<file path="src/rtl/instr_fetch_buffer_if.sv">
// Fetch-buffer bus: instruction-memory request/response plus the
// instruction handshake and redirect toward the core.
// master = fetch buffer, slave = environment (memory model and core).
interface instr_fetch_buffer_if #(
    parameter int A_SIZE = 10,
    parameter int I_SIZE = 16
);
    logic              imem_req;
    logic [A_SIZE-1:0] imem_addr;
    logic [I_SIZE-1:0] imem_rdata;
    logic [I_SIZE-1:0] instr;
    logic [A_SIZE-1:0] instr_pc;
    logic              instr_valid;
    logic              instr_ready;
    logic              redirect;
    logic [A_SIZE-1:0] redirect_pc;

    modport master (
        output imem_req, imem_addr, instr, instr_pc, instr_valid,
        input  imem_rdata, instr_ready, redirect, redirect_pc
    );

    modport slave (
        input  imem_req, imem_addr, instr, instr_pc, instr_valid,
        output imem_rdata, instr_ready, redirect, redirect_pc
    );
endinterface

</file>
<file path="src/rtl/instr_fetch_buffer.sv">
// Instruction fetch buffer: issues reads to a 1-cycle-latency instruction
// memory, keeps {instr, pc} in a DEPTH-entry prefetch FIFO and presents
// the head to the core with a valid/ready handshake. A redirect flushes the
// FIFO and restarts fetch at redirect_pc.
// Optional build macro IFB_STATS_EN adds the saturating stall_cnt and
// flush_cnt outputs.
module instr_fetch_buffer #(
    parameter int A_SIZE = 10,
    parameter int I_SIZE = 16,
    parameter int DEPTH  = 4
) (
    input  logic        clk,
    input  logic        rst,
    instr_fetch_buffer_if.master bus
`ifdef IFB_STATS_EN
    ,
    output logic [31:0] stall_cnt,
    output logic [15:0] flush_cnt
`endif
);
    localparam int PW = $clog2(DEPTH);
    localparam int CW = PW + 1;

    typedef struct packed {
        logic [I_SIZE-1:0] instr;
        logic [A_SIZE-1:0] pc;
    } entry_t;

    entry_t            fifo_q [DEPTH];
    logic [PW-1:0]     head_q, head_d;
    logic [PW-1:0]     tail_q, tail_d;
    logic [CW-1:0]     count_q, count_d;
    logic [A_SIZE-1:0] fpc_q, fpc_d;
    logic [A_SIZE-1:0] pend_pc_q, pend_pc_d;
    logic              inflight_q, inflight_d;
    logic              kill_q, kill_d;

    logic issue;
    logic push;
    logic pop;
    logic head_valid;

    // Credits come only from registered count/inflight, so a pop this
    // cycle frees its slot one cycle later and the FIFO cannot overflow.
    assign issue = !rst && !bus.redirect &&
                   ((count_q + CW'(inflight_q)) < CW'(DEPTH));
    assign head_valid = (count_q != '0);
    assign pop  = head_valid && bus.instr_ready;
    assign push = inflight_q && !kill_q;

    assign bus.imem_req    = issue;
    assign bus.imem_addr   = fpc_q;
    assign bus.instr_valid = head_valid;
    assign bus.instr       = head_valid ? fifo_q[head_q].instr : '0;
    assign bus.instr_pc    = head_valid ? fifo_q[head_q].pc    : '0;

    // Next-state logic for pointers, occupancy, fetch PC and the in-flight tracker.
    always_comb begin
        // NOTE: every target gets a default first so no path leaves it unassigned (no latch).
        head_d     = head_q;
        tail_d     = tail_q;
        count_d    = count_q;
        fpc_d      = fpc_q;
        pend_pc_d  = pend_pc_q;
        inflight_d = issue;
        kill_d     = 1'b0;

        if (bus.redirect) begin
            // Flush wins over push; a response still due next cycle is marked for drop.
            head_d  = '0;
            tail_d  = '0;
            count_d = '0;
            fpc_d   = bus.redirect_pc;
            kill_d  = issue;
        end else begin
            if (issue) begin
                fpc_d     = fpc_q + A_SIZE'(1);
                pend_pc_d = fpc_q;
            end
            if (push) begin
                tail_d = tail_q + PW'(1);
            end
            if (pop) begin
                head_d = head_q + PW'(1);
            end
            count_d = count_q + CW'(push) - CW'(pop);
        end
    end

    // Control state registers with synchronous reset.
    always_ff @(posedge clk) begin
        // NOTE: sequential state uses non-blocking assignments so all flops update from pre-edge values.
        if (rst) begin
            head_q     <= '0;
            tail_q     <= '0;
            count_q    <= '0;
            fpc_q      <= '0;
            pend_pc_q  <= '0;
            inflight_q <= 1'b0;
            kill_q     <= 1'b0;
        end else begin
            head_q     <= head_d;
            tail_q     <= tail_d;
            count_q    <= count_d;
            fpc_q      <= fpc_d;
            pend_pc_q  <= pend_pc_d;
            inflight_q <= inflight_d;
            kill_q     <= kill_d;
        end
    end

    // FIFO storage write: capture the returning word with the PC it was fetched from.
    always_ff @(posedge clk) begin
        // NOTE: storage is not reset; empty entries are never visible because outputs are masked by count.
        if (!rst && !bus.redirect && push) begin
            fifo_q[tail_q] <= '{instr: bus.imem_rdata, pc: pend_pc_q};
        end
    end

`ifdef IFB_STATS_EN
    logic [31:0] stall_cnt_q;
    logic [15:0] flush_cnt_q;

    // Saturating counters: head stalled by the core, and redirects seen.
    always_ff @(posedge clk) begin
        if (rst) begin
            stall_cnt_q <= '0;
            flush_cnt_q <= '0;
        end else begin
            if (head_valid && !bus.instr_ready && (stall_cnt_q != '1)) begin
                stall_cnt_q <= stall_cnt_q + 32'd1;
            end
            if (bus.redirect && (flush_cnt_q != '1)) begin
                flush_cnt_q <= flush_cnt_q + 16'd1;
            end
        end
    end

    assign stall_cnt = stall_cnt_q;
    assign flush_cnt = flush_cnt_q;
`endif

endmodule

</file>
<file path="src/flat_wrapper.sv">
// flat-port wrapper written by rule: the top's interface ports become plain ports
module instr_fetch_buffer_flat 
#(
    parameter int A_SIZE = 10,
    parameter int I_SIZE = 16,
    parameter int DEPTH  = 4
)
  (clk, rst, bus_imem_req, bus_imem_addr, bus_instr, bus_instr_pc, bus_instr_valid, bus_imem_rdata, bus_instr_ready, bus_redirect, bus_redirect_pc);
  instr_fetch_buffer_if #(.A_SIZE(A_SIZE), .I_SIZE(I_SIZE)) bus_i ();
  input  logic clk;
  input  logic rst;
  output wire logic [$bits(bus_i.imem_req)-1:0] bus_imem_req;
  output wire logic [$bits(bus_i.imem_addr)-1:0] bus_imem_addr;
  output wire logic [$bits(bus_i.instr)-1:0] bus_instr;
  output wire logic [$bits(bus_i.instr_pc)-1:0] bus_instr_pc;
  output wire logic [$bits(bus_i.instr_valid)-1:0] bus_instr_valid;
  input wire logic [$bits(bus_i.imem_rdata)-1:0] bus_imem_rdata;
  input wire logic [$bits(bus_i.instr_ready)-1:0] bus_instr_ready;
  input wire logic [$bits(bus_i.redirect)-1:0] bus_redirect;
  input wire logic [$bits(bus_i.redirect_pc)-1:0] bus_redirect_pc;
  assign bus_imem_req = bus_i.imem_req;
  assign bus_imem_addr = bus_i.imem_addr;
  assign bus_instr = bus_i.instr;
  assign bus_instr_pc = bus_i.instr_pc;
  assign bus_instr_valid = bus_i.instr_valid;
  assign bus_i.imem_rdata = bus_imem_rdata;
  assign bus_i.instr_ready = bus_instr_ready;
  assign bus_i.redirect = bus_redirect;
  assign bus_i.redirect_pc = bus_redirect_pc;
  instr_fetch_buffer #(.A_SIZE(A_SIZE), .I_SIZE(I_SIZE), .DEPTH(DEPTH)) u_core (.clk(clk), .rst(rst), .bus(bus_i));
endmodule
</file>
<file path="config.mk">
export PLATFORM = sky130hd
export DESIGN_NAME = instr_fetch_buffer_flat
export DESIGN_NICKNAME = d
export VERILOG_FILES = /design/src/rtl/instr_fetch_buffer_if.sv /design/src/rtl/instr_fetch_buffer.sv /design/src/flat_wrapper.sv
export SDC_FILE = /design/constraint.sdc
export NUM_CORES = 1
export LEC_CHECK = 0
export BUFFER_PORTS_ARGS = -buffer_cell sky130_fd_sc_hd__buf_4
export CORE_MARGIN = 2
export CORE_UTILIZATION = 45
export DETAILED_ROUTE_END_ITERATION = 10
export HOLD_SLACK_MARGIN = 0.12
export PLACE_DENSITY = 0.67
export SYNTH_ARGS = -nofsm -noshare
export SYNTH_HDL_FRONTEND = slang
export SYNTH_SLANG_ARGS = --single-unit
</file>
<file path="constraint.sdc">
create_clock -name clk -period 3 [get_ports clk]
set_clock_uncertainty 0.1 [all_clocks]
set_input_delay 0.9 -clock clk [delete_from_list [all_inputs] [get_ports clk]]
set_output_delay 0.9 -clock clk [all_outputs]
set_load 0.02 [all_outputs]
</file>
# Word-level counts from Yosys, hierarchy flattened
# Memories as Yosys holds them, arrays and structs flattened. A register that Yosys moved wholly into a read port is not among the register bits.
# Index checks and enable logic that the tools add are counted.
[op_classes]
magnitude_cmp = 1
mux = 8
add_sub_neg = 6
reduce_logical = 13
bitwise_logic = 1
[op_table]
columns = ["operator", "n"]
rows = [
  ["$mux 10", 3],
  ["$mux 16", 1],
  ["$add 10x1->10 const B", 1],
  ["$add 3x1->3", 2],
  ["$logic_and 1x1->1", 5],
  ["$add 2x1->2 const B", 2],
  ["$mux 2", 2],
  ["$reduce_or 2->1", 2],
  ["$logic_not 1->1", 3],
  ["$lt 3x3->1 const B", 1],
  ["$reduce_bool 3->1", 1],
  ["$sub 3x1->3", 1],
  ["$mux 1", 2],
  ["$reduce_and 2->1", 1],
  ["$reduce_bool 2->1", 1],
  ["$not 1->1", 1],
]
[word_totals]
register_bits = 29
ram_bits = 104
memories = 1
out_inout_bits = 38
input_bits = 30
[mem_list]
columns = ["name", "depth", "word_bits", "read_ports", "rd_clocked_by_memory_dff", "write_ports", "line", "text"]
rows = [
  ["u_core.fifo_q", 4, 26, 1, 1, 1, "instr_fetch_buffer.sv:29", "entry_t fifo_q [DEPTH];"],
]

# Logic depth before layout (Yosys ltp)
[logic_depth]
ltp_word = 5
ltp_mapped = 11
ltp_nobuf = 9

# Worst setup path before layout
# No wires, ideal clock.
[synth_timing]
kind = "input to output"
from = "input bus_redirect"
to = "output bus_imem_req"
required_ps = 2000
path_buffers = 3
setup_slack_ps = 312
stages = 6
arrival_ps = 1688
cell_sequence = "buf_6 -> nor3_2 -> mux2i_1 -> buf_6 -> buf_2 -> inv_1"
[synth_between]
elab_chain_len = 3
[synth_rtl]
columns = ["element", "line", "text"]
rows = [
  ["start: declaration", "flat_wrapper.sv:19", "input wire logic [$bits(bus_i.redirect)-1:0] bus_redirect;"],
  ["$logic_not 1->1", "instr_fetch_buffer.sv:45", "assign issue = !rst && !bus.redirect &&"],
  ["$logic_and 1x1->1 (2 in series)", "instr_fetch_buffer.sv:45", ""],
  ["end: declaration", "flat_wrapper.sv:12", "output wire logic [$bits(bus_i.imem_req)-1:0] bus_imem_req;"],
]
# No other way between the ends.

==> metrics.md <==
| Metric | Value |
|---|---|
| Worst-skew pair later-pin latency | 400 ps |
| PwrDens | 645 nW/um2 |
| Mean area per synthesized cell | 16.0 um2 |
| Critical path arrival | 1820 ps |
| TritonCTS Buffers | 17 |
| Register area | 3750 um2 |
| P&R area growth vs syn | 24.7% |
| Worst hold path class | flip-flop to flip-flop |
| Fin crit period | 2820 ps |
| FP Rows | 39 |
| Total track usage | 16.6% |
| MaxCap Viol Count | 0 |
| TritonCTS clock tree | done |
| Post-Synthesis Net Count | 374 |
| Final ANT Viol Nets | 0 |
| # hold bufs at CTS | 0 |
| Crit path max-delay cell type | mux4_2 |
| Post-synthesis sequential area ratio | 69.5% |
| FILL cells | 877 |
| DR DRC count | 0 |
| Top cells by count, synth | 104 x edfxtp_1, 31 x dfxtp_1, 29 x and2_1, 26 x mux4_2, 20 x nand2_1 |
| Leak pwr | 2.38 nW |
| Routed Wire Length | 9.65 mm |
| Status | finished, final reports clean |
| Clk slew on worst S/H paths | 60 ps |
| GRT overflow | 0 |
| Top FF cell, synth | edfxtp_1 |
| DIE AREA | 12900 um2 |
| Area leader, netlist | edfxtp_1 |
| Io pins | 68 |
| Initial antenna violation count | 0 |
| Share of the synthesized area in the top cell type | 58.0% |
| Sink Count | 135 |
| Number of diodes | 0 |
| Core Area | 11600 um2 |
| Relative slew slack | 65.9% |
| Pin count of the biggest net entering global routing | 29 |
| Cell Chain, Critical Path | buf_12 > mux4_2 > and2_1 > buf_4 |
| Core Util, Final | 58.1% |
| Share of cells above drive strength 1 | 34.1% |
| Global-route wire length before repair | 15.9 mm |
| Setup Crit Path Kind | flip-flop to output pin |
| DR iter-0 viols | 169 |
| Hold slack | 401 ps |
| H-tree depth | 4 |
| Cells after synthesis | 336 |
| Max-slew violation count | 0 |
| Count leader, synth | edfxtp_1 |
| First-pass DRT Iterations | 4 |
| Final setup vio count | 0 |
| DP Area | 6100 um2 |
| Post-route cell area | 6720 um2 |
| Wire per inst | 16.8 um |
| Crit-path max FO | 14 |
| Mapped cell area | 5390 um2 |
| DP HPWL | 6.12 mm |
| Netlist cell types | 38 |
| EDFF count, synth | 104 |
| Critical path required time | 2000 ps |
| Clk buf depth | 2 |
| Yosys warns | 0 |
| RSZ-0062 raised after global routing | no |
| GPL Wtd Cong | 0.801 |
| Final hold vios | 0 |
| Crit-path max cell delay | 530 ps |
| Die H | 113 um |
| Synth area leaders | edfxtp_1 58%, dfxtp_1 12%, mux4_2 11% |
| Vias in the first global route | 3072 |
| Synth async-reset ratio | 0% |
| Die X-Extent | 113 um |
| Post-route clock period utilization | 93.9% |
| Routed via count | 3015 |
| Worst VDD drop | 0.313 mV |
| Crit. End Element | output pin |
| PortBufs | 67 |
| Setup Total Neg Slack | 0 ps |
| Footprint of the multi-input gates | 1510 um2 |
| Nets | 456 |
| Via density | 5.25 |
| Root buffer selected by CTS | clkbuf_16 |
| Yosys reg bits | 135 |
| Critical Path Source Type | flip-flop |
| Max Clk Rate | 355 MHz |
| Initial core utilization | 46.6% |
| Worst slew pin tran | 511 ps |
area by class of cell:
cell class / count / area share (%)
clock buffers: 17 / 6.33
clock inverters: 15 / 2.40
inverters: 10 / 0.559
multi-input cells: 171 / 22.4
flip-flops and latches: 135 / 55.8
well taps: 143 / 2.66
repair buffers: 83 / 9.83
power breakdown:
| group | internal (W) | leakage [nW] | switching, W | total (W) |
|---|---|---|---|---|
| sequential | 0.00203 | 1.18 | 0.0000286 | 0.00206 |
| clock | 0.00129 | 0.279 | 0.000722 | 0.00201 |
| combinational | 0.000121 | 0.915 | 0.000141 | 0.000262 |
| total | 0.00344 | 2.38 | 0.000891 | 0.00433 |
logic make-up (layout without fill, tap and decap cells):
family,after synthesis,in the layout,synth area share (%)
flip-flops,135,135,69.5
AND/OR/NAND/NOR,98,98,9.96
buffers and inverters,30,125,2.60
AO/OA/AOI/OAI,29,29,3.55
multiplexers,27,27,11.1
adder cells (fa/ha/maj),8,8,2.00
XOR/XNOR,8,8,1.30
other,1,1,0.0696
critical path, delay by kind of cell, from the launching register on:
kind | cells | cell delay, ps
buf+inv | 2 | 330
mux | 1 | 530
flops | 1 | 390
simple gates | 1 | 170
registers in the layout, indices dropped and copies added (netlist names), named ones only:
signal and count:
u_core.head_q 2, u_core.tail_q 2, u_core.count_q 3, u_core.fifo_q 104, u_core.kill_q 1, u_core.inflight_q 1, u_core.bus.imem_addr 10, u_core.pend_pc_q 10
stage by stage:
step | power (W) | setup slack, ps | cells
global route | 0.00450 | 109 | 574
global placement | 0.00236 | 356 | 540
finish | 0.00433 | 182 | 574
floorplan | 0.00224 | 312 | 336
detailed placement | 0.00236 | 347 | 540
CTS | 0.00437 | 30.2 | 572
per-layer routing:
metal / track usage (%) / part of all wire (%) / vias up
li1: - / - / 1449
met1: 21.3 / 45 / 1469
met2: 26.7 / 49 / 93
met3: 5.63 / 5.5 / 4
met4: 5.61 / 0.73 / 0
met5: 0 / 0 / -
what timing repair did:
action	in CTS	in global routing
setup endpoints to repair	19	5
resized for setup	2	0
buffers inserted	0	2
pin swaps	0	0
cloned	0	0
worst paths after layout:
path / to / cells past startpoint / slack, ps / start
max reg2reg: u_core.count_q[2]$_SDFF_PP0_ / 9 / 590 / u_core.count_q[1]$_SDFF_PP0_
max: bus_instr_pc[3] / 4 / 180 / flip-flop
min: u_core.pend_pc_q[4]$_SDFFE_PP0P_ / 2 / 400 / u_core.pend_pc_q[4]$_SDFFE_PP0P_
min reg2reg: u_core.pend_pc_q[4]$_SDFFE_PP0P_ / 2 / 400 / u_core.pend_pc_q[4]$_SDFFE_PP0P_
cells in the final DEF (no fill, tap or decap), drive strengths merged, types with 11 or more instances in the layout:
master and count:
a21oi 11, and2 29, buf 83, clkbuf 17, dfxtp 31, edfxtp 104, mux4 26, nand2 20
nand3 15, nor2 13
Power figures use the tool's default switching activity.
